## src/rtl/seg_scan_monitor.sv

```systemverilog
// seg_scan_monitor: scanned 7-segment debug display with a debounced button that steps the channel.
// Each scan shows one snapshot, so a value never tears across digits.
module seg_scan_monitor #(
    parameter int NUM_DIGITS  = 4,
    parameter int NUM_CH      = 4,
    parameter int REFRESH_DIV = 50000,
    parameter int DEBOUNCE    = 500000,
    parameter int LZ_BLANK    = 1,
    localparam int DATA_W     = 4 * NUM_DIGITS,
    localparam int CW         = NUM_CH > 1 ? $clog2(NUM_CH) : 1
) (
    input  logic                     Clk,
    input  logic                     Rst_n,
    input  logic [NUM_CH*DATA_W-1:0] data_in,
    input  logic                     selButton,
    input  logic                     hold,
    output logic [7:0]               disp7Seg,
    output logic [NUM_DIGITS-1:0]    selDisp,
    output logic [CW-1:0]            ch_sel
);
    localparam int IW = NUM_DIGITS > 1 ? $clog2(NUM_DIGITS) : 1;
    localparam int RW = $clog2(REFRESH_DIV);
    localparam int DW = $clog2(DEBOUNCE);
    localparam logic [15:0][6:0] HEX = {
        7'h0E, 7'h06, 7'h21, 7'h46, 7'h03, 7'h08, 7'h10, 7'h00,
        7'h78, 7'h02, 7'h12, 7'h19, 7'h30, 7'h24, 7'h79, 7'h40
    };

    logic [RW-1:0]     ref_cnt;
    logic [IW-1:0]     dig;
    logic [DATA_W-1:0] snap;
    logic [DW-1:0]     db_cnt;
    logic              s1, s2, db, ch_chg;
    logic              tick, wrap, step, z, blank;
    logic [CW-1:0]     ch_nxt;
    logic [3:0]        nib;

    always_comb begin
        tick   = ref_cnt == RW'(REFRESH_DIV - 1);
        wrap   = tick && dig == IW'(NUM_DIGITS - 1);
        step   = NUM_CH > 1 && db_cnt == DW'(DEBOUNCE - 1) && s2 && !db;
        ch_nxt = !step ? ch_sel : ch_sel == CW'(NUM_CH - 1) ? '0 : ch_sel + 1'b1;
        nib    = snap[4*dig +: 4];
        z      = 1'b1;
        blank  = 1'b0;
        // z tracks "this nibble and everything above it is zero", walking down from the top
        for (int i = NUM_DIGITS - 1; i > 0; i--) begin
            z = z && snap[4*i +: 4] == 4'h0;
            if (IW'(i) == dig) blank = z && LZ_BLANK != 0;
        end
    end

    always_ff @(posedge Clk or negedge Rst_n) begin
        if (!Rst_n) begin
            ref_cnt  <= '0;
            dig      <= '0;
            snap     <= '0;
            db_cnt   <= '0;
            s1       <= 1'b0;
            s2       <= 1'b0;
            db       <= 1'b0;
            ch_chg   <= 1'b0;
            ch_sel   <= '0;
            selDisp  <= ~NUM_DIGITS'(1);
            disp7Seg <= 8'hC0;
        end else begin
            ref_cnt <= tick ? '0 : ref_cnt + 1'b1;
            if (tick) dig <= dig == IW'(NUM_DIGITS - 1) ? '0 : dig + 1'b1;
            s1     <= selButton;
            s2     <= s1;
            db_cnt <= s1 != s2 ? '0 : db_cnt == DW'(DEBOUNCE - 1) ? db_cnt : db_cnt + 1'b1;
            if (db_cnt == DW'(DEBOUNCE - 1)) db <= s2;
            ch_sel <= ch_nxt;
            ch_chg <= step;
            // loading from ch_nxt lets a step coinciding with the wrap show the new channel at once
            if ((wrap && !hold) || ch_chg) snap <= data_in[ch_nxt*DATA_W +: DATA_W];
            selDisp  <= ~(NUM_DIGITS'(1) << dig);
            disp7Seg <= {!(hold && dig == '0), blank ? 7'h7F : HEX[nib]};
        end
    end
endmodule

```

## config.mk

```make
export PLATFORM = sky130hd
export DESIGN_NAME = seg_scan_monitor
export DESIGN_NICKNAME = d
export VERILOG_FILES = /design/src/rtl/seg_scan_monitor.sv
export SDC_FILE = /design/constraint.sdc
export NUM_CORES = 1
export LEC_CHECK = 0
export CAP_MARGIN = 20
export CORE_ASPECT_RATIO = 1.4
export CORE_MARGIN = 8
export CORE_UTILIZATION = 56
export DETAILED_ROUTE_END_ITERATION = 6
export PLACE_DENSITY = 0.86
export SKIP_LAST_GASP = 1
export SLEW_MARGIN = 20
export SYNTH_ARGS = -nofsm -noshare
export SYNTH_HDL_FRONTEND = slang
export SYNTH_SLANG_ARGS = --single-unit
export TNS_END_PERCENT = 50
```

## constraint.sdc

```tcl
create_clock -name Clk -period 3.85 [get_ports Clk]
set_input_delay 0.385 -clock Clk [delete_from_list [all_inputs] [get_ports Clk]]
set_output_delay 0.385 -clock Clk [all_outputs]
set_load 0.05 [all_outputs]
```

==> run metrics, run 1 <==
Sw Share=22.6%; Clock Tree Root=clkbuf_8; final WL=9210 um; initial core utilization=57.1%; Synth Instances=392; clock slew at reported path FFs=0.07 ns; grt met1 use=22.1%; required time of the critical path=4.08 ns; final worst path period need=2.84 ns; HP Class=in2async; Mapped Nets=473; antenna viol nets, final=0; met3 Use GR=5.87%; DRT iter0 DRCs=165; Synth Warn #=0; Layout area overhead=25.0%; cell-internal power=1.06 mW; Worst Setup Start Kind=flop; Comb power frac=8.9%; RSZ-0062 raised after global routing=false; FF+latch area=1780 sq um; r2r startpoint=ref_cnt[0]; DRC Markers=0; PwrDens=279 nW/um^2; filler instances=523; grt total ovfl=0; CTS Buffer Depth=2; met2 Usage GRT=32.5%; CTS tree=yes; critical path's top delay family=compound AO/OA/AOI/OAI gates; Most used DFF post-synth=dfrtp_1; final weighted congestion in routability-driven placement=0.874; Crit. End Element=flop; mux cell area share after synthesis=4.20%; Yosys cell types=48; Vias/cell=5.74; final hold viol count=0; Skew-Pair Late Insertion Delay=0.35 ns; Hold Buf Count CTS=0; Post-synth EDFFs=0; H-tree depth=3; largest net degree at the start of global routing=45; DR WL/cell=16.2 um; Die X=86.8 um; worst stage delay on the critical path=0.95 ns; worst-path maximum fanout=16; Clock Sinks=71; reg2reg setup slack=1.01 ns; largest cells by area after synthesis=dfrtp_1 42%, nand2_1 5.5%, xor2_1 4.7%, nor2_1 4.4%, ha_1 4.1%; worst setup path start=ref_cnt[0]; gr busiest metal=met2; Max-Cap Viols=0; I/O pin count=82; diode count=0; chip height=115 um; Vias=3263; #FFs+latches synth=71; Core Area=6890 sq um; Cell Chain, Critical Path=ha_1 > and3_1 > and4_1 > a31oi_2 > a2111oi_0 > a311oi_1; layout cells sized above 1=9.51%; Final #Nets=549; Slew Viols, Final=0; WP data arrival=3.08 ns; Synth Area per Inst=10.0 sq um; Worst slew margin=27.2%; Synth Area in Adders=4.13%; Setup-failing EPs final=0; Layout Skew=0.0104 ns; setup ws final=1.01 ns; simple-gate share of the synthesized area=22.2%; Place WS=1.13 ns; leakage=2.08 nW; Inserted Clock Buffers=9; FMAX=352 MHz; outcome=finished clean; DPL Wire Length=7200 um; Flop pwr share=55.5%; worst path bufs/invs=0; number of global-route vias before repair=3407; setup_tns=0 ns; Total GRT Usage=19.4%; Worst path slowest cell=a31oi_2; mapped cell area=3940 sq um; asr flop ratio synth=100%; Slew @ Worst Pin=1.09 ns; multi-input logic area=1960 sq um; Post-CTS Resized=0; Setup CP Type=reg2reg; final period utilization=73.8%; initial antenna violation count=0; post-synthesis sequential area ratio=45.3%; global-route wire length before repair=15300 um; compound-gate portion of the synthesized area=12.8%; path depth of the worst reg2reg path=6; 1st-pass router iterations=4; worst vdd ir=0.000264 V; share of the synthesized area in the top cell type=42.0%; clock share of power=35.6%; FP Rows=36; reg-to-reg critical path endpoint=snap[15]; post-synth top area cell=dfrtp_1; Post-CTS Setup Inserts=0; largest family of logic cells by synthesized area=simple AND/OR/NAND/NOR gates; die area=10000 sq um; Psw=310 uW; input/output buffers=81; post-synthesis xor/xnor area fraction=6.45%
cell families (layout without fill, tap and decap cells):
| kind of cell | Yosys count | count (layout) |
|---|---|---|
| AOI/OAI and AO/OA | 56 | 56 |
| and+or+nand+nor | 179 | 179 |
| muxes | 10 | 10 |
| DFF | 71 | 71 |
| adders and majority gates | 13 | 13 |
| xor gates and xnor gates | 29 | 29 |
| buffers and inverters | 34 | 115 |
Yosys cell counts (4+ instances only):
| library cell | count |
|---|---|
| or3_1 | 5 |
| and3_1 | 24 |
| clkbuf_1 | 9 |
| dfrtp_1 | 66 |
| dfstp_2 | 5 |
| xnor2_1 | 8 |
| nand3_1 | 16 |
| a2111oi_2 | 10 |
| nor3_1 | 6 |
| xor2_1 | 21 |
| buf_2 | 5 |
| nand2_1 | 58 |
| nor2_1 | 46 |
| a311oi_1 | 16 |
| o21ai_0 | 8 |
| a21oi_1 | 4 |
| ha_1 | 13 |
| mux4_2 | 5 |
| inv_1 | 14 |
area by class of cell:
cell class	instances	share of cell area (%)
Clock buffer	14	2.90
Clock inverter	2	0.204
Inverter	15	1.40
Multi-Input combinational cell	287	39.9
Sequential cell	71	36.3
Tap cell	95	2.42
Timing Repair Buffer	84	16.9
state kept, by name, summed over array words and instances (netlist names):
name / flops
ch_chg: 1
db_cnt: 19
ref_cnt: 16
s1: 1
ch_sel: 2
disp7Seg: 8
snap: 16
db: 1
dig: 2
selDisp: 4
s2: 1
layer usage:
layer / up-vias / wire (um)
met3: 19 / 518
met1: 1575 / 3870
met4: 0 / 206
met2: 119 / 4610
li1: 1550 / -
met5: - / 0
layout by cell type (no fill, tap or decap), types with 3 or more instances in the layout:
cell type	count
mux4_2	5
nor3_1	6
a2111oi_1	3
xor2_1	21
nand2_1	58
o221ai_1	3
clkbuf_8	9
nor4b_1	3
and3_1	24
a2111oi_0	3
a2111oi_2	10
o21ai_0	8
dfrtp_1	66
inv_1	14
ha_1	13
clkbuf_1	5
buf_4	4
nor2_1	46
a311oi_1	16
a21oi_1	4
clkdlybuf4s50_1	80
dfstp_2	5
mux2i_1	3
xnor2_1	8
or3_1	5
nand3_1	16
nor4_1	3
stage by stage:
step	power [mW]	hold slack, ns	utilization (%)	instance area [sq um]	cells
global placement	0.895	0.390	69.1	4760	552
floorplan	0.802	0.0894	-	3940	392
CTS	1.38	0.210	71.3	4920	568
detailed placement	0.897	0.405	69.1	4760	552
finish	1.37	0.0257	71.4	4920	568
global route	1.43	0.0708	71.4	4920	568
power groups by stage:
stage	combinational [mW]	sequential [mW]	clock, mW
after global routing	0.133	0.761	0.534
after floorplan	0.0266	0.775	0
after detailed placement	0.122	0.774	0
after CTS	0.123	0.761	0.499
final	0.122	0.761	0.488
after global placement	0.122	0.774	0
worst max-delay path by stage:
stage                           to  slack, ns  depth (start not counted)
final                     snap[15]       1.01                          6
after detailed placement  snap[15]       1.13                          6
after global placement    snap[15]       1.25                          6
after CTS                 snap[15]       1.09                          6
after floorplan            snap[2]       1.38                         10
after global routing      snap[15]       0.90                          6
Note: power is estimated with default switching activity, not from simulation.
==> inputs of run 2 (changes only) <==
- CORE_UTILIZATION: 56 -> 52
- PLACE_DENSITY: 0.86 -> 0.81
- clock period: 3.85 -> 2.9 ns (I/O delays scaled with it)
==> run 2 against run 1 <==
Sequential power rose by 33%. Sequential cell count did not move. Clock-buffer cell count fell by 4. Global-route usage fell by 0.89 points. Critical path depth did not move. Highest routed layer unchanged.
==> run metrics, run 2 (synthesized netlist as in run 1, its figures left out) <==
outcome=finished clean (unchanged); Worst path slowest cell=a31oi_2 (unchanged); Die X=89.5 um (was 86.8 um); Setup-failing EPs final=0 (unchanged); Slew Viols, Final=0 (unchanged); critical path's top delay family=compound AO/OA/AOI/OAI gates (unchanged); worst-path maximum fanout=16 (unchanged); Vias/cell=5.68 (was 5.74); Final #Nets=552 (was 549); initial core utilization=53.5% (was 57.1%); final period utilization=94.8% (was 73.8%); most common cell after layout, fill and taps aside=clkdlybuf4s50_1 (unchanged); Core Area=7360 sq um (was 6890 sq um); Slew @ Worst Pin=1.12 ns (was 1.09 ns); H-tree depth=3 (unchanged); DRC Markers=0 (unchanged); Inserted Clock Buffers=9 (unchanged); Total GRT Usage=18.5% (was 19.4%); grt total ovfl=0 (unchanged); final WL=9250 um (was 9210 um); DR WL/cell=16.2 um (about the same); CTS tree=yes (unchanged); FP Rows=37 (was 36); WP data arrival=2.99 ns (was 3.08 ns); DRT iter0 DRCs=180 (was 165); Worst Setup Start Kind=flop (unchanged); max reg flops=19 (unchanged); antenna viol nets, final=0 (unchanged); largest registers=db_cnt x19, ref_cnt x16, snap x16 (unchanged); die area=10600 sq um (was 10000 sq um); final worst path period need=2.75 ns (was 2.84 ns); filler instances=551 (was 523); CP Depth=6 (unchanged); worst stage delay on the critical path=0.94 ns (was 0.95 ns); Crit. End Element=flop (unchanged); Post-CTS Setup Inserts=0 (unchanged); final weighted congestion in routability-driven placement=0.843 (was 0.874); number of global-route vias before repair=3387 (was 3407); clock slew at reported path FFs=0.08 ns (was 0.07 ns); I/O pin count=82 (unchanged); 1st-pass router iterations=4 (unchanged); DPL Wire Length=6940 um (was 7200 um); global-route wire length before repair=15600 um (was 15300 um); PwrDens=391 nW/um^2 (was 279 nW/um^2); HP Class=in2async (unchanged); Top reg by flops=db_cnt (unchanged); diode count=0 (unchanged); largest net degree at the start of global routing=72 (was 45); Post-Layout Cell Count=573 (was 568); CTS Buffer Depth=2 (unchanged); Cell Chain, Critical Path=ha_1 > and3_1 > and4_1 > a31oi_2 > a2111oi_0 > a311oi_1 (unchanged); Clock Sinks=71 (unchanged); chip height=119 um (was 115 um); Setup CP Type=reg2reg (unchanged); final hold viol count=0 (unchanged); Skew-Pair Late Insertion Delay=0.35 ns (about the same); DP Cell Count=557 (was 552); initial antenna violation count=0 (unchanged); Vias=3256 (was 3263); leakage=2.12 nW (was 2.08 nW); Max-Cap Viols=0 (unchanged); Hold Buf Count CTS=0 (unchanged); Layout area overhead=26.8% (was 25.0%); Worst slew margin=25.2% (was 27.2%); most frequent cells in the layout=80 x clkdlybuf4s50_1, 66 x dfrtp_1, 58 x nand2_1 (unchanged); worst vdd ir=0.000304 V (was 0.000264 V); input/output buffers=81 (unchanged); RSZ-0062 raised after global routing=false (unchanged); required time of the critical path=3.14 ns (was 4.08 ns); Layout Skew=0.00937 ns (was 0.0104 ns); layout cells sized above 1=11.3% (was 9.51%); Post-CTS Resized=0 (unchanged); Clock Tree Root=clkbuf_8 (unchanged); FMAX=364 MHz (was 352 MHz); path depth of the worst reg2reg path=6 (unchanged); worst path bufs/invs=0 (unchanged); setup_tns=0 ns (unchanged)
==> run 2: power breakdown <==
group | switching [mW] | leakage (nW) | total [mW] | internal (mW)
Sequential | 0.00993 | 0.953 | 1.01 | 0.999
Clock | 0.362 | 0.0981 | 0.777 | 0.415
Combinational | 0.0649 | 1.06 | 0.163 | 0.0982
==> run 2: through the flow <==
stage	setup slack [ns]	utilization [%]	cell area, sq um	hold WS [ns]	power [mW]
2_1_floorplan	0.434	-	3940	-0.00559	1.06
3_3_place_gp	0.348	65.1	4790	0.382	1.19
3_5_place_dp	0.182	65.1	4790	0.389	1.19
4_1_cts	0.129	67.7	4990	0.166	1.97
5_1_grt	0.000506	67.8	4990	0.222	2.02
6_report	0.151	67.8	4990	0.147	1.95
==> run 2: cell type report <==
type	count	area [sq um]	share of cell area, %
inverter	15	68.8	1.38
multi-input combinational	287	1970	39.5
clock buffer	10	138	2.76
clock inverter	6	60.1	1.20
tap	97	121	2.43
timing repair buffer	87	851	17.0
sequential	71	1780	35.7
==> run 2: final timing paths <==
kind | from | end | slack, ns
max reg2reg | ref_cnt[0] | snap[0] | 0.15
min reg2reg | s1 | s2 | 0.40
min in group Clk | selButton | s1 | 0.38
max | ref_cnt[0] | snap[0] | 0.15
min | Rst_n | ref_cnt[8] | 0.15
max in group asynchronous | Rst_n | db_cnt[11] | 2.20
==> run 2: worst reg2reg max path: stages, from the launching register on <==
cell and delay, ns:
dfrtp_1 0.40, ha_1 0.23, and3_1 0.23, and4_1 0.27, a31oi_2 0.94, a2111oi_0 0.22, a311oi_1 0.35
==> run 2: per-layer routing <==
metal	share of wire [%]	vias up	global-route usage, %	wire [um]
li1	-	1555	-	-
met1	42	1581	22.1	3870
met2	51	103	30.3	4730
met3	4.8	17	4.27	442
met4	2.3	0	8.78	215
met5	0	-	0	0
==> inputs of run 3 (changes only) <==
- CORE_UTILIZATION: 52 -> 50
- PLACE_DENSITY: 0.81 -> 0.9
- SLEW_MARGIN: 20 -> not set
==> run 3 against run 2 <==
Register-to-register slack better by 0.06 ns. Sequential power barely moved. Die area up 3.4%. Combinational power up 2%. Critical path depth rose by 2. Largest cell class unchanged. Total power increased by 0.49%. Non-clock buffer count is 2 higher. Highest routed layer unchanged. Fmax rose by 2.3%. Sequential share of layout area shrank 0.20 points. Via count is 0.40% higher. First-iteration DRC count shrank 14%.
==> run metrics, run 3 (synthesized netlist as in run 1, its figures left out) <==
Worst slew margin=29.6% (was 25.2%); Layout Skew=0.00706 ns (was 0.00937 ns); FF+latch area=1780 sq um (unchanged); FMAX=372 MHz (was 364 MHz); Setup-failing EPs final=0 (unchanged); multi-input logic area=1960 sq um (was 1970 sq um); Post-Layout Cell Count=578 (was 573); chip height=121 um (was 119 um); Post-CTS Setup Inserts=0 (unchanged); DP Cell Count=560 (was 557); Layout area overhead=27.5% (was 26.8%); diode count=0 (unchanged); grt total ovfl=0 (unchanged); DR WL/cell=15.8 um (was 16.2 um); worst vdd ir=0.000261 V (was 0.000304 V); max reg flops=19 (unchanged); Die X=91.0 um (was 89.5 um); Worst Setup Start Kind=flop (unchanged); filler instances=604 (was 551); die area=11000 sq um (was 10600 sq um); CTS tree=yes (unchanged); worst-path maximum fanout=33 (was 16); global-route wire length before repair=15400 um (was 15600 um); Slew Viols, Final=0 (unchanged); Vias=3269 (was 3256); Worst path slowest cell=a2111oi_1 (was a31oi_2); Vias/cell=5.66 (was 5.68); Final #Nets=554 (was 552); WP data arrival=2.88 ns (was 2.99 ns); DRT iter0 DRCs=155 (was 180); Cell Chain, Critical Path=ha_1 > and4_1 > nand2_1 > or3_1 > and2_4 > inv_12 > a2111oi_1 > a311oi_1 (was ha_1 > and3_1 > and4_1 > a31oi_2 > a2111oi_0 > a311oi_1); final worst path period need=2.69 ns (was 2.75 ns); Post-CTS Resized=0 (unchanged); PwrDens=390 nW/um^2 (was 391 nW/um^2); Slew @ Worst Pin=1.05 ns (was 1.12 ns); Hold Buf Count CTS=0 (unchanged); Setup CP Type=reg2reg (unchanged); final WL=9150 um (was 9250 um); 1st-pass router iterations=4 (unchanged); input/output buffers=81 (unchanged); DRC Markers=0 (unchanged); Crit. End Element=flop (unchanged); largest net degree at the start of global routing=46 (was 72); Core Area=7700 sq um (was 7360 sq um); DPL Wire Length=7030 um (was 6940 um); Clock Sinks=71 (unchanged); CTS Buffer Depth=2 (unchanged); clock slew at reported path FFs=0.07 ns (was 0.08 ns); antenna viol nets, final=0 (unchanged); largest registers=db_cnt x19, ref_cnt x16, snap x16 (unchanged); Skew-Pair Late Insertion Delay=0.35 ns (about the same); final period utilization=92.7% (was 94.8%); FP Rows=38 (was 37); H-tree depth=3 (unchanged); final weighted congestion in routability-driven placement=0.876 (was 0.843); Max-Cap Viols=0 (unchanged); initial antenna violation count=0 (unchanged); Inserted Clock Buffers=9 (unchanged); most frequent cells in the layout=80 x clkdlybuf4s50_1, 66 x dfrtp_1, 58 x nand2_1 (unchanged); initial core utilization=51.1% (was 53.5%); number of global-route vias before repair=3460 (was 3387); layout cells sized above 1=10.5% (was 11.3%); Total GRT Usage=17.0% (was 18.5%); Clock Tree Root=clkbuf_8 (unchanged); worst stage delay on the critical path=0.46 ns (was 0.94 ns); Hold Slack=0.323 ns (was 0.147 ns); outcome=finished clean (unchanged); required time of the critical path=3.09 ns (was 3.14 ns); final hold viol count=0 (unchanged); HP Class=in2async (unchanged); most common cell after layout, fill and taps aside=clkdlybuf4s50_1 (unchanged); setup_tns=0 ns (unchanged); Top reg by flops=db_cnt (unchanged); leakage=2.13 nW (was 2.12 nW); I/O pin count=82 (unchanged); RSZ-0062 raised after global routing=false (unchanged)
==> run 3: cell types whose count changed in the layout (fill, tap and decap cells not counted), sizes merged <==
cell,change
dlygate4sd3,+1
clkinvlp,-2
buf,+1
clkbuf,+5
clkinv,-3
==> run 3: critical path, delay by kind of cell, from the launching register on <==
kind            cells  cell delay (ns)
simple gates        4             1.19
buf+inv             1             0.11
flops               1             0.42
fa+ha+maj           1             0.25
compound gates      2             0.55
==> run 3: final timing paths <==
check	start	to	slack, ns	cells after the start
worst max register to register	db_cnt[0]	snap[4]	0.21	8
worst min-delay path	Rst_n	db_cnt[2]	0.32	2
min in group Clk	selButton	s1	0.38	1
worst max-delay path	db_cnt[0]	snap[4]	0.21	8
max in group asynchronous	Rst_n	selDisp[2]	1.84	4
worst min register to register	s1	s2	0.40	0
==> run 3: layout make-up <==
type	instances	share of cell area (%)
clock buffer	15	3.32
tap	100	2.49
timing repair buffer	89	17.6
inverter	15	1.37
clock inverter	1	0.598
sequential	71	35.5
multi-input combinational	287	39.1
==> run 3: where the power goes <==
group	switching, mW	internal, mW
clock	0.336	0.446
combinational	0.0644	0.103
sequential	0.00970	1.00
total	0.410	1.55
==> run 3: per-layer routing <==
metal	track usage, %	vias up	share of wire [%]
met2	28.3	114	50
li1	-	1559	-
met5	0	-	0
met4	10.2	0	4.0
met3	4.95	31	5.9
met1	19.0	1565	41
==> run 3: stage by stage <==
| stage | utilization [%] | total power, mW | setup WS (ns) | instance area (sq um) |
|---|---|---|---|---|
| after floorplan | - | 1.06 | 0.434 | 3940 |
| after global placement | 62.2 | 1.19 | 0.356 | 4790 |
| after detailed placement | 62.2 | 1.19 | 0.251 | 4790 |
| after CTS | 64.8 | 1.97 | 0.227 | 4990 |
| after global routing | 65.2 | 2.03 | 0.00864 | 5020 |
| final | 65.2 | 1.96 | 0.212 | 5020 |
